### src/rtl/ghash_pkg.sv
// Shared definitions for the GHASH controller: FSM states, datapath mux
// encodings and the registered control-output bundle.
package ghash_pkg;

    typedef enum logic [2:0] {
        ST_IDLE   = 3'd0,
        ST_LOAD_H = 3'd1,
        ST_CLEAR  = 3'd2,
        ST_AAD    = 3'd3,
        ST_CT     = 3'd4,
        ST_LEN    = 3'd5,
        ST_MWAIT  = 3'd6,
        ST_FIN    = 3'd7
    } state_t;

    localparam logic [1:0] MUX_AAD = 2'b00;
    localparam logic [1:0] MUX_CT  = 2'b01;
    localparam logic [1:0] MUX_LEN = 2'b10;

    // Registered control outputs; len_en is the LEN-phase accumulator strobe.
    typedef struct packed {
        logic       h_reg_en;
        logic       ac_clr;
        logic [1:0] mux_sel;
        logic       blk_ready;
        logic       len_en;
        logic       s_reg_en;
        logic       done;
        logic       busy;
    } ctrl_out_t;

    // First phase, in AAD/CT/LEN order, that still has work.
    function automatic state_t next_phase(input logic aad_more, input logic ct_more);
        if (aad_more) begin
            return ST_AAD;
        end
        if (ct_more) begin
            return ST_CT;
        end
        return ST_LEN;
    endfunction

    // Output values to present while in state s; mux_hold keeps the current
    // select in states that do not drive one of their own.
    function automatic ctrl_out_t decode_out(input state_t s, input logic [1:0] mux_hold);
        ctrl_out_t o;
        o         = '0;
        o.mux_sel = mux_hold;
        case (s)
            ST_IDLE:   o.mux_sel = MUX_AAD;
            ST_LOAD_H: begin o.h_reg_en = 1'b1; o.busy = 1'b1; end
            ST_CLEAR:  begin o.ac_clr = 1'b1; o.busy = 1'b1; end
            ST_AAD:    begin o.mux_sel = MUX_AAD; o.blk_ready = 1'b1; o.busy = 1'b1; end
            ST_CT:     begin o.mux_sel = MUX_CT; o.blk_ready = 1'b1; o.busy = 1'b1; end
            ST_LEN:    begin o.mux_sel = MUX_LEN; o.len_en = 1'b1; o.busy = 1'b1; end
            ST_MWAIT:  o.busy = 1'b1;
            ST_FIN:    begin o.s_reg_en = 1'b1; o.done = 1'b1; end
            default:   o = '0;
        endcase
        return o;
    endfunction

endpackage

### src/rtl/ghash_ctrl.sv
// GHASH sequencing controller: loads H, clears the accumulator, feeds AAD,
// ciphertext and length blocks with optional multiplier wait cycles, then
// captures S and pulses done.
module ghash_ctrl
    import ghash_pkg::*;
#(
    parameter int unsigned WIDTH    = 128,
    parameter int unsigned CNT_W    = 16,
    parameter int unsigned MULT_LAT = 1
) (
    input  logic             clk,
    input  logic             rst,
    input  logic             start,
    input  logic [CNT_W-1:0] aad_blocks,
    input  logic [CNT_W-1:0] ct_blocks,
    input  logic             blk_valid,
    output logic             blk_ready,
    output logic             h_reg_en,
    output logic             ac_clr,
    output logic [1:0]       mux_sel,
    output logic             ac_reg_en,
    output logic             s_reg_en,
    output logic             busy,
    output logic             done
);

    // Block type of the controlled datapath, kept here for integrators.
    typedef logic [WIDTH-1:0] block_t;

    localparam int unsigned WAIT_W    = 4;
    localparam logic [WAIT_W-1:0] WAIT_INIT = WAIT_W'(MULT_LAT - 1);

    state_t            state;
    state_t            ret_state;
    state_t            after_upd;
    state_t            after_clear;
    logic [CNT_W-1:0]  aad_cnt;
    logic [CNT_W-1:0]  ct_cnt;
    logic [WAIT_W-1:0] wait_cnt;
    ctrl_out_t         outs;

    // Phase to enter after the current accumulator update or after CLEAR.
    assign after_upd   = (state == ST_AAD) ? next_phase(aad_cnt != CNT_W'(1), ct_cnt != '0) :
                         (state == ST_CT)  ? next_phase(1'b0, ct_cnt != CNT_W'(1)) :
                                             ST_FIN;
    assign after_clear = next_phase(aad_cnt != '0, ct_cnt != '0);

    // Accumulator strobe: same-cycle on a block transfer, or the LEN update.
    assign ac_reg_en = (outs.blk_ready & blk_valid) | outs.len_en;

    assign blk_ready = outs.blk_ready;
    assign h_reg_en  = outs.h_reg_en;
    assign ac_clr    = outs.ac_clr;
    assign mux_sel   = outs.mux_sel;
    assign s_reg_en  = outs.s_reg_en;
    assign busy      = outs.busy;
    assign done      = outs.done;

    // Controller FSM with block counters, wait counter and registered outputs.
    always_ff @(posedge clk or posedge rst) begin
        if (rst) begin
            state     <= ST_IDLE;
            ret_state <= ST_IDLE;
            aad_cnt   <= '0;
            ct_cnt    <= '0;
            wait_cnt  <= '0;
            outs      <= '0;
        end else begin
            case (state)
                ST_IDLE: begin
                    if (start) begin
                        aad_cnt <= aad_blocks;
                        ct_cnt  <= ct_blocks;
                        state   <= ST_LOAD_H;
                        outs    <= decode_out(ST_LOAD_H, MUX_AAD);
                    end
                end
                ST_LOAD_H: begin
                    state <= ST_CLEAR;
                    outs  <= decode_out(ST_CLEAR, outs.mux_sel);
                end
                ST_CLEAR: begin
                    state <= after_clear;
                    outs  <= decode_out(after_clear, outs.mux_sel);
                end
                ST_AAD, ST_CT, ST_LEN: begin
                    if (ac_reg_en) begin
                        if (state == ST_AAD) begin
                            aad_cnt <= aad_cnt - CNT_W'(1);
                        end
                        if (state == ST_CT) begin
                            ct_cnt <= ct_cnt - CNT_W'(1);
                        end
                        if (MULT_LAT != 0) begin
                            state     <= ST_MWAIT;
                            ret_state <= after_upd;
                            wait_cnt  <= WAIT_INIT;
                            outs      <= decode_out(ST_MWAIT, outs.mux_sel);
                        end else begin
                            state <= after_upd;
                            outs  <= decode_out(after_upd, outs.mux_sel);
                        end
                    end
                end
                ST_MWAIT: begin
                    if (wait_cnt == '0) begin
                        state <= ret_state;
                        outs  <= decode_out(ret_state, outs.mux_sel);
                    end else begin
                        wait_cnt <= wait_cnt - WAIT_W'(1);
                    end
                end
                ST_FIN: begin
                    state <= ST_IDLE;
                    outs  <= decode_out(ST_IDLE, MUX_AAD);
                end
                default: begin
                    state <= ST_IDLE;
                    outs  <= '0;
                end
            endcase
        end
    end

endmodule
### config.mk
export PLATFORM = sky130hd
export DESIGN_NAME = ghash_ctrl
export DESIGN_NICKNAME = d
export VERILOG_FILES = /design/src/rtl/ghash_pkg.sv /design/src/rtl/ghash_ctrl.sv
export SDC_FILE = /design/constraint.sdc
export NUM_CORES = 1
export LEC_CHECK = 0
export CAP_MARGIN = 10
export CELL_PAD_IN_SITES_DETAIL_PLACEMENT = 2
export CELL_PAD_IN_SITES_GLOBAL_PLACEMENT = 2
export CORE_ASPECT_RATIO = 2
export CORE_UTILIZATION = 35
export CTS_CLUSTER_SIZE = 10
export DETAILED_ROUTE_END_ITERATION = 8
export HOLD_SLACK_MARGIN = 0.15
export PLACE_DENSITY = 0.95
export SLEW_MARGIN = 40
export SYNTH_ARGS = -nofsm -noshare
export SYNTH_HDL_FRONTEND = slang
export SYNTH_SLANG_ARGS = --single-unit
### constraint.sdc
create_clock -name clk -period 3.3 [get_ports clk]
set_input_delay 0.66 -clock clk [delete_from_list [all_inputs] [get_ports clk]]
set_output_delay 0.66 -clock clk [all_outputs]
set_load 0.01 [all_outputs]
Word level (Yosys, flattened, before mapping)
Cells that the tools add are included.
{ "totals": {"reg_bits": 51, "elab_cells": 123, "out_inout_bits": 9, "input_bits": 36} }
{ "classes": {"add_sub_neg": 3, "n_mux": 51, "n_eq_ne": 31, "n_bitwise": 4, "reduce_logical": 21} }
{ "op_table": {"columns": ["cell", "count"], "rows": [
  ["two-way mux 16 bit", 6],
  ["case mux 16 bit (2 select lines)", 2],
  ["case mux 9 bit (6 select lines)", 1],
  ["two-way mux 3 bit", 15],
  ["equality test 3 bit, second input constant", 12],
  ["!= test 16 x 1 -> 1 bit, second input constant", 2],
  ["nonzero test 16 bit", 2],
  ["subtractor 16 x 1 -> 16 bit, second input constant", 2],
  ["two-way mux 9 bit", 3],
  ["equality test 3 x 2 -> 1 bit, second input constant", 6],
  ["case mux 3 bit (6 select lines)", 1],
  ["two-way mux 1 bit", 16],
  ["!= test 2 bit, second input constant", 6],
  ["case mux 2 bit (3 select lines)", 2],
  ["OR reduction 6 bit", 2],
  ["equality test 3 x 1 -> 1 bit, second input constant", 3],
  ["logical NOT 3 bit", 3],
  ["two-way mux 4 bit", 2],
  ["!= test 4 x 3 -> 1 bit, second input constant", 2],
  ["case mux 4 bit (2 select lines)", 1],
  ["AND reduction 4 bit", 2],
  ["OR reduction 2 bit", 4],
  ["AND reduction 3 bit", 2],
  ["AND reduction 6 bit", 1],
  ["other kinds (9)", 12]
]} }

Logic depth before layout (Yosys ltp)
{ "depth": {"ltp_word": 9, "depth_mapped": 9, "ltp_nobuf": 7} }

Worst setup path after synthesis
No wires, ideal clock.
{ "synth_path": {"kind": "register -> register", "start": "register wait_cnt[0]", "end": "register outs (netlist bit blk_ready)", "path_buffers": 2, "period_less_slack_ps": 2202, "setup_slack_ps": 1098, "arrival_ps": 2079, "required_ps": 3178, "stages_incl_launch_ff": 10, "path_cell_list": "dfrtp_1 -> inv_1 -> ha_1 -> or3b_1 -> buf_2 -> and2_4 -> buf_6 -> or4_4 -> a22oi_2 -> nand2_1"} }
{ "synth_via": {"elab_chain_cells": 3} }
{ "synth_rtl": {"columns": ["item", "line", "rtl"], "rows": [
  ["from (decl)", "ghash_ctrl.sv:39", "logic [WAIT_W-1:0] wait_cnt;"],
  ["from (signal assigned)", "ghash_ctrl.sv:110", "wait_cnt <= wait_cnt - WAIT_W'(1);"],
  ["logical NOT 4 bit", "ghash_ctrl.sv:106", "if (wait_cnt == '0) begin"],
  ["!= test 2 bit (no source line)", null, null],
  ["AND reduction 3 bit (no source line)", null, null],
  ["to (signal assigned)", "ghash_ctrl.sv:101", "outs <= decode_out(after_upd, outs.mux_sel);"],
  ["to (signal assigned)", "ghash_ctrl.sv:108", "outs <= decode_out(ret_state, outs.mux_sel);"],
  ["to (signal assigned)", "ghash_ctrl.sv:115", "outs <= decode_out(ST_IDLE, MUX_AAD);"],
  ["to (decl)", "ghash_ctrl.sv:40", "ctrl_out_t outs;"]
]} }
No other way between the ends.
A chain may end at the register's enable or synchronous reset.

Final worst setup path
{ "layout_path": {"start": "input port blk_valid", "end": "output port ac_reg_en"} }
{ "layout_via": {"elab_chain_cells": 2} }
{ "layout_rtl": {"columns": ["item", "line", "rtl"], "rows": [
  ["from (decl)", "ghash_ctrl.sv:16", "input logic blk_valid,"],
  ["bitwise AND 1 bit", "ghash_ctrl.sv:49", "assign ac_reg_en = (outs.blk_ready & blk_valid) | outs.len_en;"],
  ["OR 1 bit", "ghash_ctrl.sv:49", null],
  ["to (decl)", "ghash_ctrl.sv:21", "output logic ac_reg_en,"]
]} }
No other way between the ends.

==> flow_summary.toml <==
[sta]
period_share_pct = 83.7
timing.hold.ws_ns = 0.521
worstMarginPinSlew_ns = 0.654
finalSetupViolations = 0
finalMaxSlewViolations = 0
hold_violations = 0
fin_skew_ns = 0.00577
grt_setup_unrepaired = "no"
relSlewSlack_pct = 56.0
fmax_mhz = 362
fin_tns_setup_ns = 0
min_period_ns = 2.76

[global_routing]
grt_max_degree = 29
grt_most_used_layer = "met2"
grt.total_usage_pct = 26.3
grt_pass1_vias = 3687
grt_pass1_wl_microns = 19000
use_met2_pct = 49.8
grt_overflow = 0
grt_util_met3_pct = 4.05
antenna_found_initial = 0
grtUsageMet1_pct = 25.1

[die]
ios = 45
die_area_sq_um = 9510
initial_core_util_pct = 36.6
die_y_microns = 137
fp.dieW_microns = 69.5
rows = 48
core_area_sq_um = 8710

[routing]
finalWirelength_microns = 11900
drt_iter0_drc = 143
vias = 3244
route.detailed.drc = 0
avgViaCountPerCell = 6.14
wl_per_cell_microns = 22.5
antenna_left = 0
drt_first_pass_iters = 6

[critical_path]
worstSetupEndpointType = "primary output"
worst_setup_path_start_kind = "input pin"
worstSetupPathType = "input pin to primary output"
r2r-start = "state[2]"
reg2regPathDepth = 6
critical_path_arrival_ns = 2.10
rr_endpoint = "aad_cnt[14]"
cp_max_fo = 8
worstPathRequired_ns = 2.64
reg2reg_slack_ns = 0.79

[yosys]
yosysSeqAreaShare_pct = 39.3
syn_nets = 439
yosys_warnings = 0
synth_seq_cells = 50
ys_types = 57
netlist_instances = 397
synth_top_flop_cell = "dfrtp_1"
async_flop_share_pct = 100
syn_area_per_cell_sq_um = 8.02
synth_edf_count = 0
syn_area_sq_um = 3190

[cells_and_area]
num_antenna_cells = 0
final_core_util_pct = 44.4
layout.nets = 469
final_common_cell = "dfrtp_1"
final_cell_mix = "dfrtp_1 (50), nor2_1 (48), o21ai_0 (47)"
synthToLayoutAreaGrowth_pct = 21.5
drive_above_1_share_pct = 6.54

[hold_path]
hold_path_depth = 1
worstHoldPathType = "register to register"
worstHoldEndpoint = "ac_clr"
hp-start = "ac_clr"

[cts]
postCtsHoldBufs = 0
cts-buffers-inserted = 5
clockBufferDepth = 2
ctsResizeCount = 0
insertion_delay_ns = 0.31
path_clk_slew_ns = 0.07
cts_tree = "done"
htreeDepth = 2
cts_setup_buffers = 0
clock-sinks = 50
ctsRootBufferMaster = "clkbuf_16"

[placed_design]
place.gp.congestion = 0.816
io_buffers = 44
detailed_place_hpwl_microns = 8480

[pwr]
ir_drop_mv = 0.529
total_power_w = 0.00366
power-per-cell-area_nw_per_um2 = 945
p_leak_nw = 1.50

[status]
status = "completed"

[flow_run]
cap_violations = 0
[through the flow]
| stage | area (sq um) | worst slack [ns] | cells |
|---|---|---|---|
| finish | 3870 | 0.537 | 528 |
| global route | 3870 | 0.435 | 528 |
| CTS | 3870 | 0.534 | 528 |
| detailed placement | 3710 | 0.533 | 520 |
| global placement | 3700 | 0.399 | 520 |
| floorplan | 3190 | 1.10 | 397 |
[metal layers]
layer	up-vias	part of all wire [%]
met5	-	0
met4	0	5.8
met3	43	3.0
met2	78	55
met1	1624	36
li1	1499	-
[worst max-delay path, stage by stage]
cell and delay [ns]:
clkdlybuf4s50_1 0.42, a21oi_1 0.20, clkinv_1 0.27, clkdlybuf4s50_1 0.56
[registers in the layout (all words and copies together), names as in the netlist]
signal / cells
ret_state: 3
wait_cnt: 4
ct_cnt: 16
state: 3
mux_sel: 2
blk_ready: 1
aad_cnt: 16
s_reg_en: 1
busy: 1
h_reg_en: 1
ac_clr: 1
outs: 1
[power breakdown]
part / total (W) / internal, W / switching (W)
Clock: 0.000613 / 0.000360 / 0.000254
Combinational: 0.00177 / 0.000696 / 0.00107
Sequential: 0.00128 / 0.000884 / 0.000393
[synthesized netlist by cell type (all sizes together), types with 5 or more instances]
cell	number	area, sq um
dfrtp	50	1250
nor2	48	180
o21ai	47	235
nand2	39	146
a21oi	30	150
clkbuf	20	75.1
nor3	19	95.1
buf	11	66.3
inv	10	37.5
nand3	10	50.1
nor4	9	56.3
a22oi	7	57.6
ha	6	75.1
a22o	5	43.8
a31oi	5	31.3
o22ai	5	31.3
or4	5	45.0
[worst max-delay path by stage]
stage | startpoint | end | depth (start not counted)
finish | blk_valid | ac_reg_en | 4
global route | blk_valid | ac_reg_en | 4
CTS | blk_valid | ac_reg_en | 4
detailed placement | start | ct_cnt[12] | 6
global placement | blk_valid | aad_cnt[9] | 7
floorplan | wait_cnt[0] | blk_ready | 9
[logic make-up (layout without fill, tap and decap cells)]
group	Yosys count	count (layout)	synth area share, %
simple gates	163	163	25.3
compound gates	131	131	25.9
flops	50	50	39.3
fa+ha+maj	6	6	2.36
xor+xnor	4	4	1.10
mux	1	1	0.314
buf+inv	42	73	5.73
[cell type report]
cell class,count,area [sq um]
Fill cell,954,4840
Multi-Input combinational cell,305,1760
Sequential cell,50,1250
Timing Repair Buffer,54,528
Clock buffer,7,133
Tap cell,100,125
Inverter,11,41.3
Clock inverter,1,30.0
(Power assumes the default switching activity.)
